**src/rtl/alu_seq_param.sv**
```systemverilog
// Registered multi-cycle ALU: single-cycle logic ops plus iterative MUL/DIVU.
// Optional Overflow output when ALU_SEQ_OVERFLOW_EN is defined.
module alu_seq_param #(
    parameter int WIDTH = 32,
    parameter int SHW   = 5
) (
    input  logic             Clk,
    input  logic             Rst,
    input  logic             Start,
    input  logic [3:0]       ALUControl,
    input  logic [WIDTH-1:0] A,
    input  logic [WIDTH-1:0] B,
    output logic             Busy,
    output logic             Done,
    output logic [WIDTH-1:0] Result,
    output logic [WIDTH-1:0] Hi,
    output logic             Zero
`ifdef ALU_SEQ_OVERFLOW_EN
    ,
    output logic             Overflow
`endif
);

    localparam logic [3:0] OP_AND  = 4'd0;
    localparam logic [3:0] OP_OR   = 4'd1;
    localparam logic [3:0] OP_ADD  = 4'd2;
    localparam logic [3:0] OP_NOR  = 4'd3;
    localparam logic [3:0] OP_XOR  = 4'd4;
    localparam logic [3:0] OP_SUB  = 4'd6;
    localparam logic [3:0] OP_SLT  = 4'd7;
    localparam logic [3:0] OP_MUL  = 4'd9;
    localparam logic [3:0] OP_SLL  = 4'd10;
    localparam logic [3:0] OP_SGT  = 4'd11;
    localparam logic [3:0] OP_ROTR = 4'd13;
    localparam logic [3:0] OP_SLTU = 4'd14;
    localparam logic [3:0] OP_DIVU = 4'd15;

    localparam logic [SHW-1:0] CNT_LAST = SHW'(WIDTH - 1);

    typedef enum logic [1:0] {
        S_IDLE,
        S_EXEC,
        S_FINISH
    } state_e;

    state_e           state_q, state_d;
    logic [3:0]       op_q, op_d;
    logic [WIDTH-1:0] opb_q, opb_d;
    logic [WIDTH-1:0] acc_hi_q, acc_hi_d;
    logic [WIDTH-1:0] acc_lo_q, acc_lo_d;
    logic [SHW-1:0]   cnt_q, cnt_d;
    logic [WIDTH-1:0] result_q, result_d;
    logic [WIDTH-1:0] hi_q, hi_d;
    logic             zero_q, zero_d;

    // Single-cycle datapath, evaluated straight from the Start-cycle operands
    logic [SHW-1:0]     sh;
    logic [2*WIDTH-1:0] rot_w;
    logic [WIDTH-1:0]   add_res, sub_res;
    logic [WIDTH-1:0]   alu_res, alu_hi;

    assign sh      = B[SHW-1:0];
    assign rot_w   = {A, A} >> sh;
    assign add_res = A + B;
    assign sub_res = A - B;

    always_comb begin
        alu_res = '0;
        alu_hi  = '0;
        case (ALUControl)
            OP_AND:  alu_res = A & B;
            OP_OR:   alu_res = A | B;
            OP_ADD:  alu_res = add_res;
            OP_NOR:  alu_res = ~(A | B);
            OP_XOR:  alu_res = A ^ B;
            OP_SUB:  alu_res = sub_res;
            OP_SLT:  alu_res = {{(WIDTH-1){1'b0}}, $signed(A) < $signed(B)};
            OP_SLTU: alu_res = {{(WIDTH-1){1'b0}}, A < B};
            OP_SGT:  alu_res = {{(WIDTH-1){1'b0}}, $signed(A) > $signed(B)};
            OP_SLL:  alu_res = A << sh;
            OP_ROTR: alu_res = rot_w[WIDTH-1:0];
            OP_DIVU: begin
                alu_res = '1;
                alu_hi  = A;
            end
            default: ;
        endcase
    end

`ifdef ALU_SEQ_OVERFLOW_EN
    logic ovf_q, ovf_d;
    logic alu_ovf;

    always_comb begin
        alu_ovf = 1'b0;
        if (ALUControl == OP_ADD)
            alu_ovf = (A[WIDTH-1] == B[WIDTH-1]) &&
                      (add_res[WIDTH-1] != A[WIDTH-1]);
        else if (ALUControl == OP_SUB)
            alu_ovf = (A[WIDTH-1] != B[WIDTH-1]) &&
                      (sub_res[WIDTH-1] != A[WIDTH-1]);
    end
`endif

    // Shift-add multiply: acc_lo holds the multiplier, opb the multiplicand
    logic [WIDTH:0]   mul_sum;
    logic [WIDTH-1:0] mul_hi, mul_lo;

    assign mul_sum = {1'b0, acc_hi_q} +
                     {1'b0, (acc_lo_q[0] ? opb_q : {WIDTH{1'b0}})};
    assign mul_hi  = mul_sum[WIDTH:1];
    assign mul_lo  = {mul_sum[0], acc_lo_q[WIDTH-1:1]};

    // Restoring divide: acc_hi is the partial remainder, acc_lo the dividend
    logic [WIDTH:0]   div_trial;
    logic             div_ok;
    logic [WIDTH-1:0] div_hi, div_lo;

    assign div_trial = {acc_hi_q, acc_lo_q[WIDTH-1]} - {1'b0, opb_q};
    assign div_ok    = ~div_trial[WIDTH];
    assign div_hi    = div_ok ? div_trial[WIDTH-1:0]
                              : {acc_hi_q[WIDTH-2:0], acc_lo_q[WIDTH-1]};
    assign div_lo    = {acc_lo_q[WIDTH-2:0], div_ok};

    logic [WIDTH-1:0] step_hi, step_lo;

    assign step_hi = (op_q == OP_MUL) ? mul_hi : div_hi;
    assign step_lo = (op_q == OP_MUL) ? mul_lo : div_lo;

    always_comb begin
        state_d  = state_q;
        op_d     = op_q;
        opb_d    = opb_q;
        acc_hi_d = acc_hi_q;
        acc_lo_d = acc_lo_q;
        cnt_d    = cnt_q;
        result_d = result_q;
        hi_d     = hi_q;
        zero_d   = zero_q;
`ifdef ALU_SEQ_OVERFLOW_EN
        ovf_d    = ovf_q;
`endif
        case (state_q)
            S_IDLE: begin
                if (Start) begin
                    op_d  = ALUControl;
                    cnt_d = '0;
                    if (ALUControl == OP_MUL) begin
                        state_d  = S_EXEC;
                        opb_d    = A;
                        acc_hi_d = '0;
                        acc_lo_d = B;
                    end else if (ALUControl == OP_DIVU && B != '0) begin
                        state_d  = S_EXEC;
                        opb_d    = B;
                        acc_hi_d = '0;
                        acc_lo_d = A;
                    end else begin
                        state_d  = S_FINISH;
                        result_d = alu_res;
                        hi_d     = alu_hi;
                        zero_d   = (alu_res == '0);
`ifdef ALU_SEQ_OVERFLOW_EN
                        ovf_d    = alu_ovf;
`endif
                    end
                end
            end
            S_EXEC: begin
                acc_hi_d = step_hi;
                acc_lo_d = step_lo;
                cnt_d    = cnt_q + 1'b1;
                if (cnt_q == CNT_LAST) begin
                    state_d  = S_FINISH;
                    result_d = step_lo;
                    hi_d     = step_hi;
                    zero_d   = (step_lo == '0);
`ifdef ALU_SEQ_OVERFLOW_EN
                    ovf_d    = 1'b0;
`endif
                end
            end
            S_FINISH: state_d = S_IDLE;
            default:  state_d = S_IDLE;
        endcase
    end

    always_ff @(posedge Clk) begin
        if (!Rst) begin
            state_q  <= S_IDLE;
            op_q     <= '0;
            opb_q    <= '0;
            acc_hi_q <= '0;
            acc_lo_q <= '0;
            cnt_q    <= '0;
            result_q <= '0;
            hi_q     <= '0;
            zero_q   <= 1'b1;
`ifdef ALU_SEQ_OVERFLOW_EN
            ovf_q    <= 1'b0;
`endif
        end else begin
            state_q  <= state_d;
            op_q     <= op_d;
            opb_q    <= opb_d;
            acc_hi_q <= acc_hi_d;
            acc_lo_q <= acc_lo_d;
            cnt_q    <= cnt_d;
            result_q <= result_d;
            hi_q     <= hi_d;
            zero_q   <= zero_d;
`ifdef ALU_SEQ_OVERFLOW_EN
            ovf_q    <= ovf_d;
`endif
        end
    end

    assign Busy   = (state_q != S_IDLE);
    assign Done   = (state_q == S_FINISH);
    assign Result = result_q;
    assign Hi     = hi_q;
    assign Zero   = zero_q;
`ifdef ALU_SEQ_OVERFLOW_EN
    assign Overflow = ovf_q;
`endif

endmodule

```
**config.mk**
```make
export PLATFORM = sky130hd
export DESIGN_NAME = alu_seq_param
export DESIGN_NICKNAME = d
export VERILOG_FILES = /design/src/rtl/alu_seq_param.sv
export SDC_FILE = /design/constraint.sdc
export NUM_CORES = 1
export LEC_CHECK = 0
export ABC_AREA = 0
export CORE_MARGIN = 4
export CORE_UTILIZATION = 40
export CTS_CLUSTER_SIZE = 30
export DETAILED_ROUTE_END_ITERATION = 16
export GPL_TIMING_DRIVEN = 0
export PLACE_DENSITY = 0.58
export SYNTH_ARGS = -nofsm -noshare
export SYNTH_HDL_FRONTEND = slang
export SYNTH_SLANG_ARGS = --single-unit
export TNS_END_PERCENT = 1
```
**constraint.sdc**
```tcl
create_clock -name Clk -period 5.58 [get_ports Clk]
set_clock_uncertainty 0.15 [all_clocks]
set_input_delay 0.558 -clock Clk [delete_from_list [all_inputs] [get_ports Clk]]
set_output_delay 0.558 -clock Clk [all_outputs]
set_load 0.05 [all_outputs]
```
# [Yosys cells after proc, flatten, opt, wreduce, memory -nomap -nowiden]
# Cells that the tools add are included.
[totals] regBits=172
[classes] muxes=38 n_eq_ne=21 n_lt_le_gt_ge=3 add_sub_neg=5 n_shift=2 reduce_logical=15 bitwise=5
[ops] operator="32-bit 2-to-1 mux" count=21
[ops] operator="32-bit case mux with 12 select lines" count=1
[ops] operator="32-bit case mux with 2 select lines" count=4
[ops] operator="32-bit logical NOT" count=2
[ops] operator="32-bit less-than comparator" count=2
[ops] operator="64-bit by 5-bit right shift with 32-bit output" count=1
[ops] operator="32-bit by 32-bit adder with 33-bit output" count=1
[ops] operator="33-bit by 32-bit subtractor with 33-bit output" count=1
[ops] operator="32-bit adder" count=1
[ops] operator="32-bit AND" count=1
[ops] operator="32-bit greater-than comparator" count=1
[ops] operator="32-bit NOT" count=1
[ops] operator="32-bit bitwise OR" count=1
[ops] operator="32-bit nonzero test" count=1
[ops] operator="32-bit by 5-bit left shift with 32-bit output" count=1
[ops] operator="32-bit subtractor" count=1
[ops] operator="32-bit XOR" count=1
[ops] operator="4-bit == test (second input constant)" count=7
[ops] operator="4-bit by 3-bit == test with 1-bit output (second input constant)" count=3
[ops] operator="5-bit case mux with 2 select lines" count=1
[ops] operator="4-bit by 2-bit == test with 1-bit output (second input constant)" count=2
[ops] operator="2-bit 2-to-1 mux" count=4
[ops] operator="2-bit inequality test (second input constant)" count=4
[ops] operator="2-bit AND reduction" count=3
[ops] operator="17 further kinds" count=23

# [Depth between registers and ports, before layout]
# Gate-level depths: netlist of run 1.
[depth] ltp_word=8 ltp_mapped=18 mapped_depth_nobuf=15

# [Worst setup path before layout of run 1]
# No wires, ideal clock.
[synth_path] kind="input to register" start="input B[4]" end="register zero_q, in the netlist Zero" path_stages=17 required_ps=5361 path_buffers=4 setup_slack_ps=885 t_arrival_ps=4476 setup_ps=69 cell_sequence="clkbuf_1 -> inv_1 -> clkbuf_1 -> buf_1 -> ha_1 -> clkbuf_1 -> or4_1 -> a211oi_1 -> nor3_1 -> a221o_1 -> a211oi_1 -> o2111ai_1 -> nor4_1 -> nand4_1 -> nor4_2 -> nand4_1 -> o21ai_1"
[synth_between] elab_chain_len=8
[synth_lines] element="start: declaration" line_no="12" text="input logic [WIDTH-1:0] B,"
[synth_lines] element="branches (longest 8 deep; another with 32-bit subtractor)"
[synth_lines] element="end signal: assignment" line_no="211" text="zero_q <= zero_d;"
[synth_lines] element="end: declaration" line_no="54" text="logic zero_q, zero_d;"
# Several ways; the timed one is not identified. The select of a mux whose other input is x is not followed.
# A chain may end at the register's enable or synchronous reset.

# [Worst setup path in the final report of run 1]
[layout_path] start="input ALUControl[2]" end="register zero_q, in the netlist Zero"
[layout_between] elab_chain_len=7
[layout_lines] element="start: declaration" line_no="10" text="input logic [3:0] ALUControl,"
[layout_lines] element="4-bit == test (tied with other cells)" line_no="70, 153"
[layout_lines] element="32-bit case mux with 12 select lines" line_no="70" text="case (ALUControl)"
[layout_lines] element="32-bit logical NOT" line_no="162" text="zero_d = (alu_res == '0);"
[layout_lines] element="1-bit 2-to-1 mux" line_no="153" text="end else if (ALUControl == OP_DIVU && B != '0) begin"
[layout_lines] element="1-bit 2-to-1 mux" line_no="148" text="if (ALUControl == OP_MUL) begin"
[layout_lines] element="1-bit 2-to-1 mux" line_no="145" text="if (Start) begin"
[layout_lines] element="1-bit case mux with 2 select lines" line_no="143" text="case (state_q)"
# Parallel ways exist; a longest one is shown, timed or not. The select of a mux whose other input is x is not followed.

==> results list, run 1 <==
- Final core occ: between 40% and 50%
* Initial drt markers: 4509
* Worst IR drop on VDD: 0.246 mV
* TritonCTS clock tree: yes
- The worst pin sits at a relative slew slack of 7.12%.
* Number of enable flip-flop cells after synthesis: 0
* Mean routed wirelength per cell: 34.8 um
- Most common cell after layout, fill and taps aside: sky130_fd_sc_hd__nand2_1
* First-pass GRT wire length: around 190000 um
- CTS root buf: sky130_fd_sc_hd__clkbuf_16
- Hold Path Class: reg2reg
- Proportion of synthesized flip-flops having asynchronous set or reset: 0%
- Cell depth of the worst flop-to-flop path: 16
- For this design the total switching power over the nets is between 2 and 3 mW.
- Area leader, netlist: sky130_fd_sc_hd__dfxtp_1
* Count of nets left with antenna violations after detail routing: 0
- The placed instances occupy a cell area of approximately 25000 um2.
* Critical-path cell list: clkdlybuf4s50_1, clkbuf_1, buf_2, clkbuf_2, clkdlybuf4s15_2, mux2i_1, o32a_1, o21ai_0, a211oi_1, o221ai_2, nor4_2, nand4_1, nor4_2, nand4_1, o21ai_1
- For the worst-skew pair, the clock arrives at the later sink with an insertion delay of 0.48 ns.
- Kind of start point of the critical path: primary input
- Yosys printed 0 warnings.
- The critical path contains buffers and inverters numbering 5 combined.
- Along the worst path, the maximum fanout reaches 10.
* Final weighted congestion in routability-driven placement: 1.13
* Static leakage power: about 10 nW
- Hold path cells: 2
- Internal power consumption: ~2.8 mW
- Measured along the x axis, the die boundary spans 248 um.
* Clock power frac: about a quarter
* Pre-Repair DR Iteration Count: 8
- Cell with the biggest individual delay on the critical path: sky130_fd_sc_hd__a211oi_1
* Data arrival time of the critical path: 6.14 ns
* PnR worst setup slack: -0.302 ns
* Sort of element at the end of the critical path: register
- Drc violations: 0
* Top cells by area in the synthesized netlist: sky130_fd_sc_hd__dfxtp_1 (15%), sky130_fd_sc_hd__ha_1 (8.9%), sky130_fd_sc_hd__nand2_1 (6.2%)
- Of the total power, the share spent switching nets is around 48%.
* Initial antenna violation count: 6
- The tool flagged a number of max-cap violations equal to 0.
- Overflow left after global routing: 0
* Violations in the final reports: setup timing
* Count of different cell masters after synthesis: 91
- At the pin with the least slew margin, the transition time is between 1 and 1.5 ns.
- Core Footprint: ~57000 um2
* Starting utilization of the core area: around two fifths
* Result of the run: complete, but fails checks
- Registers are responsible for 25.1% of the overall power.
* Num rows: a little under 90
- For this run, the top clock speed supported by timing is between 150 and 200 MHz.
- By startpoint and endpoint, the worst setup path is classified as in2reg.
* Area growth from synthesis to layout: 14.5%
- Number of primary I/O pins: roughly 140
- Summing over every cut layer, the via total after detailed routing is ~29k.
- Deepest clock path buffer count: 2
- The final count of hold timing violations was 0.
- Total instance count after detailed placement: approximately 4k
* Worst path required time: slightly below 6 ns
- In the final layout, the share of cells above drive strength 1 is 8.99%.
- Final number of setup-violating endpoints: 5
- Synthesized area per cell: approximately 7.4 um2
- Final net count: 3509
- Number of buffer cells added on primary ports: about 140
- After detailed routing, the number of vias per cell comes to 7.06.
* Number of levels in the clock H-tree: 4
- HPWL Detailed: around 110000 um
- Setup slack after placement: -2.47 ns
- Power spread over the standard cell area amounts to between 200 and 250 nW/um2.
- The number of clock buffers added by TritonCTS is 17.
* Final Instance Count excl. Fillers: slightly above 4k
* CTS sink count: approximately 170
* Finished layout cell area: roughly 26000 um2
- Via count of the first global-routing pass: ~26k
- The number of nets in the synthesized netlist is around 3.3k.
* Final wirelength: around 140000 um
- Entering global routing, the biggest net connects 21 pins.
- The top cell types in the final layout, fill and taps aside, are sky130_fd_sc_hd__nand2_1 (380), sky130_fd_sc_hd__a21oi_1 (271), sky130_fd_sc_hd__o21ai_0 (183), sky130_fd_sc_hd__dfxtp_1 (172), sky130_fd_sc_hd__ha_1 (164).
- Combinational share of power: around half
- Crit path max-delay family: buffers and inverters
- Crit path time final: 5.88 ns
* Logic depth of the worst path, buffers included: 15
* Post-Synthesis Cell Area: between 20000 and 25000 um2
- Final Cycle Share: 105%
- RSZ-0062 raised after global routing: yes
* Primary flip-flop cell chosen by synthesis mapping: sky130_fd_sc_hd__dfxtp_1
- The cell count after synthesis came out at slightly above 3k.
- Summed over all failing endpoints, the final setup total negative slack is -0.548 ns.
* Clk slew on worst S/H paths: ~0.080 ns
- The die is between 200 and 250 um tall.
* Global-route total usage across every layer: ~44%
- Area share of the largest cell type after synthesis: approximately 15%
- Number of max-slew violations in the final report: 0
- In this design, the stage delay of the slowest critical-path cell is slightly above 0.7 ns.
* Proportion of synthesized chip area in sequential cells: 15.0%
- Floorplan die area: ~61000 um2
- In this run, synthesis produced a sequential element count of around 170.
## metrics by stage
step                hold WS, ns  power, mW
global route              0.346       5.51
finish                    0.320       5.39
CTS                       0.321       5.23
detailed placement        0.311       3.94
floorplan                 0.307       2.94
global placement          0.302       3.94
## timing repair
item | in CTS | in global routing
endpoints found under the setup margin | 38 | 24
hold buffers | 0 | 0
gates resized for setup | 63 | 35
pin swaps | 4 | 4
buffers inserted | 4 | 3
## area by class of cell
type                            count  area (um2)
Inverter                          160         604
Antenna cell                        2        5.00
Clock inverter                     15         189
Fill cell                        5870       30300
Sequential cell                   172        3440
Timing Repair Buffer              149        1460
Multi-Input combinational cell   2516       18100
Tap cell                          756         946
Buffer                            254        1090
Clock buffer                       17         425
## synthesized netlist by cell type (15+ instances only)
cell type and n:
sky130_fd_sc_hd__xor2_1 23, sky130_fd_sc_hd__nand2_1 380, sky130_fd_sc_hd__a21oi_1 272, sky130_fd_sc_hd__mux4_2 60, sky130_fd_sc_hd__nand3_1 126, sky130_fd_sc_hd__dfxtp_1 172, sky130_fd_sc_hd__a21boi_0 74, sky130_fd_sc_hd__or3_1 16
sky130_fd_sc_hd__nor3_1 59, sky130_fd_sc_hd__a211o_1 16, sky130_fd_sc_hd__o21ai_0 185, sky130_fd_sc_hd__a22oi_1 15, sky130_fd_sc_hd__xnor2_1 48, sky130_fd_sc_hd__and3_1 21, sky130_fd_sc_hd__buf_1 39, sky130_fd_sc_hd__nor2_1 156
sky130_fd_sc_hd__o211a_1 39, sky130_fd_sc_hd__a21o_1 38, sky130_fd_sc_hd__o31ai_1 15, sky130_fd_sc_hd__o21a_1 21, sky130_fd_sc_hd__nor4_1 33, sky130_fd_sc_hd__and2_1 55, sky130_fd_sc_hd__nand4_1 28, sky130_fd_sc_hd__clkbuf_1 186
sky130_fd_sc_hd__ha_1 164, sky130_fd_sc_hd__nand2b_1 24, sky130_fd_sc_hd__inv_1 156, sky130_fd_sc_hd__a31oi_1 27, sky130_fd_sc_hd__a221oi_1 15, sky130_fd_sc_hd__o211ai_1 103, sky130_fd_sc_hd__buf_2 25, sky130_fd_sc_hd__o21bai_1 21
sky130_fd_sc_hd__o221ai_1 28, sky130_fd_sc_hd__mux2i_1 87, sky130_fd_sc_hd__mux2_2 45, sky130_fd_sc_hd__o22ai_1 33, sky130_fd_sc_hd__a211oi_1 36, sky130_fd_sc_hd__nor2b_1 47
## metal layers
| layer | share of wire (%) | routed length, um | vias to the layer above | track usage [%] |
|---|---|---|---|---|
| met2 | 39 | 54700 | 2330 | 60.7 |
| met3 | 14 | 20200 | 482 | 15.7 |
| met5 | 0.11 | 155 | - | 0.874 |
| li1 | - | - | 11903 | - |
| met4 | 6.8 | 9550 | 10 | 23.2 |
| met1 | 40 | 56300 | 13793 | 60.2 |
## final timing paths
path | start | to | slack [ns]
worst max-delay path | ALUControl[2] | Zero | -0.30
worst min-delay path | Result[5] | Result[5] | 0.32
worst max register to register | acc_lo_q[31] | acc_hi_q[16] | -0.04
worst min register to register | Result[5] | Result[5] | 0.32
## logic make-up after synthesis
| group | share of synthesized area [%] |
|---|---|
| AOI/OAI and AO/OA | 31.8 |
| xor gates and xnor gates | 2.71 |
| adders and majority gates | 9.29 |
| buffers and inverters | 7.14 |
| DFF | 15.0 |
| muxes | 13.4 |
| and+or+nand+nor | 20.7 |
## sequential cells by signal, summed over array words and instances, names as in the netlist
signal / cells
Hi: 32
Result: 32
acc_hi_q: 32
acc_lo_q: 32
opb_q: 32
cnt_q: 5
op_q: 4
state_q: 2
Zero: 1
## worst min-delay path, cell delays in order (launching register included)
cell,delay (ns)
sky130_fd_sc_hd__dfxtp_1,0.31
sky130_fd_sc_hd__nand2_1,0.05
sky130_fd_sc_hd__a21boi_0,0.06
## power by group through the flow
stage | Clock [mW] | Sequential (mW) | Combinational [mW]
5_1_grt | 1.33 | 1.36 | 2.83
3_5_place_dp | 0 | 1.38 | 2.57
3_3_place_gp | 0 | 1.38 | 2.56
4_1_cts | 1.27 | 1.35 | 2.61
2_1_floorplan | 0 | 1.49 | 1.45
6_report | 1.28 | 1.35 | 2.76
Note: power is estimated with default switching activity, not from simulation.
==> inputs of run 2 (changes only) <==
SLEW_MARGIN = 20   (was default)
==> run 2 against run 1 <==
Against the previous run: the flow still finishes with violations (setup timing); register-to-register slack improved by 0.35 ns; worst setup slack got worse by 0.010 ns; non-clock buffer count did not move; global-route usage fell by 0.073 points; cell count rose by 0.15%; final area barely moved; fmax fell by 0.17%; largest cell class unchanged.
==> results list, run 2 (synthesized netlist as in run 1, its figures left out) <==
* Hold path endpoint: Result[19]
- Number of buffers added to fix hold violations after cts: 0 (unchanged)
- The layout filler cell count was 5764 (-1.8%).
- The area growth from synthesis to final layout was 14.5% (about the same).
* Largest fanout on the critical path: 10 (unchanged)
- Final core occ: 46.4% (about the same)
- By startpoint and endpoint, the worst setup path is classified as in2reg.
* Violations in the final reports: setup timing
- Worst rel slew slack: 20.1% (+13 points)
* Number of hold-slack violations in the final timing report: 0 (unchanged)
- Final wirelength: 141000 um (about the same)
- Final Instance Count excl. Fillers: 4047 (+0.15%)
- Cell depth of the worst flop-to-flop path: 15 (-1)
- The top cell types in the final layout, fill and taps aside, are sky130_fd_sc_hd__nand2_1 (380), sky130_fd_sc_hd__a21oi_1 (272), sky130_fd_sc_hd__o21ai_0 (182), sky130_fd_sc_hd__dfxtp_1 (172), sky130_fd_sc_hd__ha_1 (164).
- The maximum count of clock buffers along a single path was 2 (unchanged).
* Fraction of layout instances using a drive strength above 1: 8.99% (unchanged)
* Startpoint of the most critical register-to-register path: acc_lo_q[0]
* Num rows: 87 (unchanged)
* Result of the run: complete, but fails checks
- Vias per Instance: 7.12 (+0.93%)
- The met2 layer wire length in the routed design came to 54400 um (-0.46%).
- Total instance count after detailed placement: 4004 (unchanged)
* Kind of start point of the critical path: primary input
- The worst hold path belongs to the class reg2reg.
- In this run the critical register-to-register path is captured at acc_hi_q[27].
* Die boundary height: 248 um (unchanged)
- Core Footprint: 56600 um2 (unchanged)
* Number of primary I/O pins: 138 (unchanged)
* Sort of element at the end of the critical path: register
- Pre-Repair DR Iteration Count: 6 (-2)
- The worst hold path begins at Result[19].
- P per Cell Area: 204 nW/um2 (-0.56%)
- The die extent in x was 248 um (unchanged).
- Crit path time final: 5.89 ns (+0.0101 ns)
- TritonCTS built the clock tree.
* Critical-path cell list: clkdlybuf4s50_1, clkbuf_1, inv_1, ha_1, a21oi_1, o21ai_0, a21oi_1, o211ai_1, nor3_1, o21ai_0, a22oi_2, nand4_1, nor4_1, nand4_1, o21ai_1
* Final net count: 3509 (unchanged)
- The reg2reg setup slack came to 0.31 ns (+0.35 ns).
- The maximum ir drop on the vdd rail came to 0.258 mV (+4.9%).
- The maximum frequency from static timing analysis is 170 MHz (-0.17%).
- Final Cycle Share: 106% (+0.18 points)
- Starting utilization of the core area: 40.5% (unchanged)
- The instance count along the most critical hold path is 2 (unchanged).
- In this design, the largest share of critical-path delay is due to compound AO/OA/AOI/OAI gates.
* Initial drt markers: 4774 (+5.9%)
- The largest net degree at the start of global routing was 20 (-4.8%).
- The number of levels in the clock H-tree came to 4 (unchanged).
- Most common cell after layout, fill and taps aside: sky130_fd_sc_hd__nand2_1
* Max-cap check violation count: 0 (unchanged)
* Top sig layer: met5
* Final total power: 5.36 mW (-0.50%)
- Number of max-slew violations in the final report: 0 (unchanged)
* Initial antenna violation count: 7 (+1)
* Clock latency on the worst-skew pair: 0.47 ns (about the same)
- Slew at the pin with the worst max-slew slack: 1.20 ns (-0.176 ns)
- The number of buffers created by CTS is 17 (unchanged).
- Final number of setup-violating endpoints: 5 (unchanged)
- The count of antenna-violating nets left after detailed routing came to 0 (unchanged).
- The clock-pin slew reported for the worst setup and hold paths after clock tree synthesis came to 0.08 ns (about the same).
- Global-route total usage across every layer: 44.1% (-0.073 points)
* Final weighted congestion in routability-driven placement: 1.13 (unchanged)
* Cell with the biggest individual delay on the critical path: sky130_fd_sc_hd__clkdlybuf4s50_1
- The routed length per instance came to 34.8 um (-0.22%).
- The number of global-route vias before repair came to 26.2k (+0.042%).
- Static leakage power: 10.5 nW (-0.13%)
- The data arrival at the endpoint of the critical path is 6.14 ns (about the same).
- The wire length of the first global-routing pass is 195000 um (about the same).
- CTS sink count: 172 (unchanged)
- The final HPWL from detailed placement was 112000 um (about the same).
* RSZ-0062 raised after global routing: yes
- PnR worst setup slack: -0.312 ns (-0.0101 ns)
* Drc violations: 0 (unchanged)
- The data required time at the worst endpoint came to 5.82 ns (about the same).
- Total buffers and inverters traversed by the critical path: 3 (-2)
- Floorplan die area: 61300 um2 (unchanged)
- Via Count: 28.8k (+1.1%)
- The delay of the slowest cell on the worst path was 0.74 ns (+0.03 ns).
- The remaining global-route overflow came to 0 (unchanged).
- Number of buffer cells added on primary ports: 137 (unchanged)
- The cell sitting at the root of the clock tree is a sky130_fd_sc_hd__clkbuf_16.
- The length of routed met3 wiring came to 20400 um (+1.2%).
- Routed metal-1 wire length: 56100 um (-0.31%)
-- run 2: changes by cell type in the layout (fill, tap and decap cells not counted), moves of 2 or more --
cell	change
sky130_fd_sc_hd__clkbuf_1	+5
sky130_fd_sc_hd__clkinvlp_4	+3
sky130_fd_sc_hd__inv_6	+2
sky130_fd_sc_hd__diode_2	+6
sky130_fd_sc_hd__clkbuf_2	-2
sky130_fd_sc_hd__inv_8	-2
sky130_fd_sc_hd__clkbuf_4	-2
sky130_fd_sc_hd__a2111oi_2	+2
sky130_fd_sc_hd__a2111oi_1	-2
-- run 2: worst reg2reg max path: cells and delay by family, from the launching register on --
| family | cells | cell delay (ns) |
|---|---|---|
| simple gates | 3 | 0.86 |
| xor+xnor | 1 | 0.21 |
| compound gates | 8 | 2.43 |
| fa+ha+maj | 2 | 0.67 |
| flops | 1 | 0.51 |
| buf+inv | 1 | 0.32 |
-- run 2: per-layer routing --
metal	global-route usage (%)	up-vias
met5	0	-
met4	23.8	10
met3	15.9	516
met2	60.5	2430
met1	59.9	13943
li1	-	11926
-- run 2: stage by stage --
| step | worst slack (ns) | hold WS (ns) | cell area [um2] | setup TNS [ns] |
|---|---|---|---|---|
| after floorplan | 0.885 | 0.307 | 22900 | 0 |
| after global placement | -2.59 | 0.302 | 25300 | -45.97 |
| after detailed placement | -2.43 | 0.313 | 25400 | -41.38 |
| after CTS | -0.0210 | 0.324 | 26200 | -0.0210 |
| after global routing | -0.175 | 0.334 | 26300 | -0.290 |
| final | -0.312 | 0.320 | 26300 | -0.744 |
-- run 2: layout make-up --
type / instances / area (um2) / share of cell area, %
timing repair buffer: 147 / 1450 / 5.52
sequential: 172 / 3440 / 13.1
clock buffer: 17 / 425 / 1.62
inverter: 160 / 608 / 2.31
antenna: 8 / 20.0 / 0.0762
tap: 756 / 946 / 3.60
multi-input combinational: 2516 / 18100 / 68.9
clock inverter: 15 / 174 / 0.662
buffer: 256 / 1100 / 4.18
-- run 2: worst max-delay path by stage --
| stage | slack (ns) | to | cells past startpoint | startpoint |
|---|---|---|---|---|
| 5_1_grt | -0.17 | Zero | 17 | A[21] |
| 2_1_floorplan | 0.88 | Zero | 17 | B[4] |
| 4_1_cts | -0.02 | Result[31] | 16 | A[12] |
| 3_5_place_dp | -2.43 | Zero | 18 | B[4] |
| 6_report | -0.31 | Zero | 15 | A[21] |
| 3_3_place_gp | -2.59 | Zero | 18 | B[4] |
-- run 2: what timing repair did --
item                                    CTS  global route
resized for setup                        69            19
pin swaps                                 5             0
buffers inserted                          5             0
endpoints found under the setup margin   37            20
-- run 2: report_power, final --
part	switching (mW)	internal (mW)	leakage [nW]	total [mW]
Clock	0.642	0.604	0.285	1.25
Combinational	1.85	0.908	8.80	2.76
Sequential	0.0620	1.29	1.40	1.35
